[config.mk]
export PLATFORM = sky130hd
export DESIGN_NAME = common_dffram_fifo
export DESIGN_NICKNAME = d
export VERILOG_FILES = /design/src/rtl/common_fifo_pkg.sv /design/src/rtl/common_dffram_2a1w1r.sv /design/src/rtl/common_dffram_fifo.sv
export SDC_FILE = /design/constraint.sdc
export NUM_CORES = 1
export LEC_CHECK = 0
export BUFFER_PORTS_ARGS = -buffer_cell sky130_fd_sc_hd__buf_4
export CAP_MARGIN = 20
export CORE_AREA = 10 10 68 70
export DETAILED_ROUTE_END_ITERATION = 8
export DIE_AREA = 0 0 78 80
export MAX_ROUTING_LAYER = met4
export PLACE_DENSITY = 0.84
export SYNTH_ARGS = -nofsm -noshare
export SYNTH_HDL_FRONTEND = slang
export SYNTH_SLANG_ARGS = --single-unit
[constraint.sdc]
create_clock -name clk -period 4 [get_ports clk]
set_input_delay 0.6 -clock clk [delete_from_list [all_inputs] [get_ports clk]]
set_output_delay 0.6 -clock clk [all_outputs]
set_load 0.01 [all_outputs]
[src/rtl/common_fifo_pkg.sv]
// Shared FIFO helpers: pointer/depth sizing and the full/empty pointer compare.
// Used by common_dffram_fifo and its storage sub-module.
package common_fifo_pkg;

    localparam int FIFO_ADDR_WIDTH_MAX = 6;
    localparam int FIFO_PTR_WIDTH_MAX  = FIFO_ADDR_WIDTH_MAX + 1;

    typedef logic [FIFO_PTR_WIDTH_MAX-1:0] fifo_ptr_t;

    typedef struct packed {
        logic full;
        logic empty;
    } fifo_ptr_status_t;

    function automatic int FIFO_PTR_WIDTH(input int addr);
        return addr + 1;
    endfunction

    function automatic int FIFO_DEPTH(input int addr);
        return 1 << addr;
    endfunction

    // Pointers arrive zero-extended to the widest legal size, so bit addr_width is the wrap bit.
    function automatic fifo_ptr_status_t fifo_ptr_compare(
        input fifo_ptr_t wptr,
        input fifo_ptr_t rptr,
        input int        addr_width
    );
        fifo_ptr_t        diff;
        fifo_ptr_t        low_mask;
        fifo_ptr_status_t st;
        diff     = wptr ^ rptr;
        low_mask = fifo_ptr_t'((1 << addr_width) - 1);
        st.empty = (diff == '0);
        st.full  = ((diff & low_mask) == '0) && ((diff >> addr_width) == fifo_ptr_t'(1));
        return st;
    endfunction

endpackage

[src/rtl/common_dffram_2a1w1r.sv]
// Flip-flop RAM: port A write-only (synchronous), port B read-only (combinational).
// Active-high synchronous reset clears every word.
module common_dffram_2a1w1r
    import common_fifo_pkg::*;
#(
    parameter int RAM_DATA_WIDTH = 8,
    parameter int RAM_ADDR_WIDTH = 2
) (
    input  logic                      clk,
    input  logic                      rst,
    input  logic                      ena,
    input  logic                      wea,
    input  logic [RAM_ADDR_WIDTH-1:0] addra,
    input  logic [RAM_DATA_WIDTH-1:0] dina,
    input  logic [RAM_ADDR_WIDTH-1:0] addrb,
    output logic [RAM_DATA_WIDTH-1:0] doutb
);

    localparam int DEPTH = FIFO_DEPTH(RAM_ADDR_WIDTH);

    logic [RAM_DATA_WIDTH-1:0] mem [DEPTH];

    // NOTE: the whole array is reset because this RAM is built from flops and
    // consumers rely on out_data reading zero after reset; an SRAM macro could not do this.
    always_ff @(posedge clk) begin
        if (rst) begin
            for (int i = 0; i < DEPTH; i++) begin
                mem[i] <= '0;
            end
        end else if (ena && wea) begin
            mem[addra] <= dina;
        end
    end

    assign doutb = mem[addrb];

endmodule

[src/rtl/common_dffram_fifo.sv]
// Single-clock valid/ready FIFO on common_dffram_2a1w1r; no fall-through.
// Define COMMON_DFFRAM_FIFO_STATUS_EN to add the registered count and the afull flag.
module common_dffram_fifo
    import common_fifo_pkg::*;
#(
    parameter int FIFO_DATA_WIDTH  = 8,
    parameter int FIFO_ADDR_WIDTH  = 2,
    parameter int FIFO_AFULL_LEVEL = FIFO_DEPTH(FIFO_ADDR_WIDTH) - 1
) (
    input  logic                       clk,
    input  logic                       resetn,
    input  logic                       flush,
    input  logic                       in_valid,
    output logic                       in_ready,
    input  logic [FIFO_DATA_WIDTH-1:0] in_data,
    output logic                       out_valid,
    input  logic                       out_ready,
`ifdef COMMON_DFFRAM_FIFO_STATUS_EN
    output logic [FIFO_ADDR_WIDTH:0]   count,
    output logic                       afull,
`endif
    output logic [FIFO_DATA_WIDTH-1:0] out_data
);

    localparam int PTR_W = FIFO_PTR_WIDTH(FIFO_ADDR_WIDTH);

    logic [PTR_W-1:0] wptr;
    logic [PTR_W-1:0] rptr;
    fifo_ptr_status_t ptr_st;
    logic             push;
    logic             pop;
    logic             ram_we;

    always_comb begin
        ptr_st = fifo_ptr_compare(fifo_ptr_t'(wptr), fifo_ptr_t'(rptr), FIFO_ADDR_WIDTH);
    end

    // Handshake outputs come from pointer state only, never from in_valid/out_ready.
    assign in_ready  = !ptr_st.full;
    assign out_valid = !ptr_st.empty;
    assign push      = in_valid && in_ready;
    assign pop       = out_valid && out_ready;
    // A flushed push must not reach the RAM; flush leaves stored words as they were.
    assign ram_we    = push && !flush;

    // NOTE: all state updates use non-blocking assignments so every register
    // samples the pre-edge values of its neighbours, independent of block order.
    always_ff @(posedge clk) begin
        if (!resetn) begin
            wptr <= '0;
            rptr <= '0;
        end else if (flush) begin
            wptr <= '0;
            rptr <= '0;
        end else begin
            if (push) begin
                wptr <= wptr + PTR_W'(1);
            end
            if (pop) begin
                rptr <= rptr + PTR_W'(1);
            end
        end
    end

    common_dffram_2a1w1r #(
        .RAM_DATA_WIDTH (FIFO_DATA_WIDTH),
        .RAM_ADDR_WIDTH (FIFO_ADDR_WIDTH)
    ) u_ram (
        .clk   (clk),
        .rst   (!resetn),
        .ena   (ram_we),
        .wea   (ram_we),
        .addra (wptr[FIFO_ADDR_WIDTH-1:0]),
        .dina  (in_data),
        .addrb (rptr[FIFO_ADDR_WIDTH-1:0]),
        .doutb (out_data)
    );

`ifdef COMMON_DFFRAM_FIFO_STATUS_EN
    localparam logic [PTR_W-1:0] AFULL_LVL = PTR_W'(FIFO_AFULL_LEVEL);

    // Tracks wptr - rptr incrementally so the output path never sees a subtractor.
    always_ff @(posedge clk) begin
        if (!resetn) begin
            count <= '0;
        end else if (flush) begin
            count <= '0;
        end else begin
            case ({push, pop})
                2'b10:   count <= count + PTR_W'(1);
                2'b01:   count <= count - PTR_W'(1);
                default: count <= count;
            endcase
        end
    end

    assign afull = (count >= AFULL_LVL);
`else
    // Status build disabled: occupancy is only implied by in_ready/out_valid.
`endif

endmodule
==> results.md <==
- Core area: 0.00328 mm2
- Syn avg cell area: 12.1 um2
- First-pass GRT wire length: 6600 um
- Hold Path Class: reg -> reg
- Worst-path fanout max: 12
- Via density: 5.80
- Routed Antenna Nets: 0
- Final setup fails: 0
- Clk slew on worst S/H paths: 0.11 ns
- CP required: 3.40 ns
- WL/cell: 17.1 um
- Area leader, netlist: edfxtp_1
- Multiplexer area fraction after synthesis: 9.20%
- Highest Clock Rate: 0.374 GHz
- Max_cap viols: 0
- Horiz. Die Dim: 78 um
- Num CTS Buffers: 5
- CP Launch Type: register
- Die area: 0.00624 mm2
- Clock latency at the later pin of the worst-skew pair: 0.35 ns
- Slew headroom: 45.7%
- Synth Area in Adders: 1.28%
- Root Buffer Master: clkbuf_4
- Final critical-path required period: 2.67 ns
- Cell area after synthesis: 0.00196 mm2
- Outcome: finished, final reports clean
- Pins Over Slew Limit: 0
- Layout Skew: 0.00910 ns
- Yosys reg bits: 40
- Post-cts resize count: 0
- Routed WL: 3930 um
- Power Dens Cells: 343 mW/mm2
- Pre-antenna DRT Iters: 4
- # IOs: 23
- Netlist cell types: 38
- CTS tree: done
- Synthesis warning total: 0
- Post-synthesis simple-gate area fraction: 17.3%
- Synth area leaders: edfxtp_1 49%, mux4_2 9.2%, dfxtp_1 8.2%, nor2_1 6.1%, nand2_1 2.7%
- Layout cell share with drive strength beyond 1: 23.9%
- Clock Tree Buf Depth: 2
- Element type at the critical path end: output pin
- Lkg Pwr: 0.814 nW
- Layout area overhead: 11.5%
- Die H: 80 um
- Part of the Yosys area used for sequential elements: 57.2%
- FILL cells: 243
- Arrival time worst endpoint: 2.07 ns
- Post-synth top area share: 49.0%
- # Post-CTS Setup Buffers: 0
- Core Rows: 21
- Synth Area in XOR/XNOR: 2.62%
- GRT overflow: 0
- GRT Overall Usage: 14.0%
- Max VDD drop: 0.208 mV
- Vias in the first global route: 1,324
- CP cell instances: xor2_1 > nor3_2 > inv_1 > buf_4
- Final hold vios: 0
- Main combinational cell family by area after synthesis: simple AND/OR/NAND/NOR gates
- Syn_nets: 177
- Critical-path top delay cell: dfxtp_1
- Final Net Count: 198
- H-tree depth: 2
- RD Place Congestion: 0.855
- DRT iter0 DRCs: 82
- Port Buf Inserts: 22
- Setup TNS: 0 ns
- Cells after Synth: 162
- Via count: 1,333
- Slowest Stage Delay on Critical Path: 0.58 ns
- Final Cycle Share: 66.8%
- RSZ-0062 raised after global routing: false
- Remaining DRCs: 0
- Starting Density: 59.7%
- Clock Sinks: 40
- Hold_buf cts: 0
- Post-DP HPWL: 2910 um
- Total power: 0.000750 W
- Worst Tran Pin Value: 0.809 ns
- Synth Area in Compound Gates: 8.05%
- Initial antenna violation count: 0
- Setup CP Type: reg -> out
- Largest net degree at the start of global routing: 14
- ANT cells: 0
==> area by class of cell <==
cell class | count | area (um2) | share of cell area [%]
inverter | 7 | 26.3 | 1.20
tap | 46 | 57.6 | 2.63
multi-input combinational | 106 | 753 | 34.5
clock buffer | 6 | 41.3 | 1.89
sequential | 40 | 1120 | 51.3
clock inverter | 2 | 12.5 | 0.573
timing repair buffer | 23 | 173 | 7.90
==> layout by cell type (no fill, tap or decap), types with 2 or more instances in the layout <==
cell and instances:
inv_1 7, clkbuf_4 5, nand2_1 14, o2111ai_1 2
xor2_1 2, a21oi_1 2, xnor2_1 2, buf_4 23
nor4bb_1 4, o21ai_1 3, a31o_2 2, nand3b_1 2
mux4_2 8, o21ai_0 3, dfxtp_1 8, edfxtp_1 32
nand2b_1 2, or4_1 3, a31oi_1 4, nor2_1 32
ha_1 2, nand3_1 3, nand4_1 2, o211ai_1 2
==> synthesized netlist by cell type <==
library cell / n
mux4_2: 8
and3_1: 1
nand3b_1: 2
nor3_2: 1
edfxtp_1: 32
nand4_1: 2
nor2_1: 32
or4_4: 1
a21oi_1: 2
or3_1: 1
inv_1: 7
a211oi_1: 1
nor2b_1: 1
xnor2_1: 2
ha_1: 2
a311o_2: 1
o311ai_1: 1
o211ai_1: 2
nand2b_1: 2
clkbuf_1: 3
nand2_1: 14
o2111ai_1: 2
buf_2: 2
a31oi_1: 4
o21ai_0: 3
nand3_1: 3
a21o_1: 1
dfxtp_1: 8
buf_6: 3
or4_1: 3
and3b_1: 1
xor2_2: 1
buf_1: 1
o31ai_1: 1
nor4bb_1: 4
a31o_2: 2
xor2_1: 2
o21ai_1: 3
==> through the flow <==
stage	instance area, um2	setup WS [ns]	instances	utilization, %	hold WS [ns]
2_1_floorplan	1960	2.02	162	-	0.491
3_3_place_gp	2130	1.62	222	64.9	0.510
3_5_place_dp	2130	1.48	222	64.9	0.530
4_1_cts	2180	1.35	230	66.5	0.544
5_1_grt	2180	1.14	230	66.5	0.567
6_report	2180	1.33	230	66.5	0.545
==> where the power goes <==
group | internal [W] | leakage, nW | switching [W] | total, W
clock network | 0.0000678 | 0.0282 | 0.000127 | 0.000195
registers | 0.000467 | 0.396 | 0.0000101 | 0.000477
logic | 0.0000371 | 0.389 | 0.0000403 | 0.0000774
==> routing by layer <==
| metal | GRT usage (%) | vias up | wire length, um |
|---|---|---|---|
| met4 | 5.91 | 0 | 75 |
| met1 | 16.4 | 626 | 1650 |
| met5 | - | - | 0 |
| met2 | 22.3 | 49 | 1950 |
| li1 | - | 651 | - |
| met3 | 3.83 | 7 | 254 |
==> flip-flops by register name (all words and copies together), names as in the netlist, named ones only <==
register / flops
rptr: 3
u_ram.mem: 32
wptr: 3
==> cells by family after synthesis <==
logic type	Yosys count
and+or+nand+nor	68
adders and majority gates	2
AOI/OAI and AO/OA	23
xor gates and xnor gates	5
muxes	8
buffers and inverters	16
DFF	40
==> path summary, 6_finish.rpt <==
path	startpoint	end	slack, ns	cells after the start
hold / removal	wptr[2]$_SDFFE_PP0N_	wptr[2]$_SDFFE_PP0N_	0.55	2
setup / recovery	wptr[1]$_SDFFE_PP0N_	in_ready	1.33	4
setup reg to reg	wptr[1]$_SDFFE_PP0N_	u_ram.mem[1][3]$_SDFFCE_PN0P_	1.39	3
hold reg to reg	wptr[2]$_SDFFE_PP0N_	wptr[2]$_SDFFE_PP0N_	0.55	2
==> worst max-delay path: cells and delay by family (launching register included) <==
kind | cells | cell delay, ns
AND/OR/NAND/NOR | 1 | 0.57
buffers and inverters | 2 | 0.24
XOR/XNOR | 1 | 0.33
flip-flops | 1 | 0.58
Power figures use the tool's default switching activity.
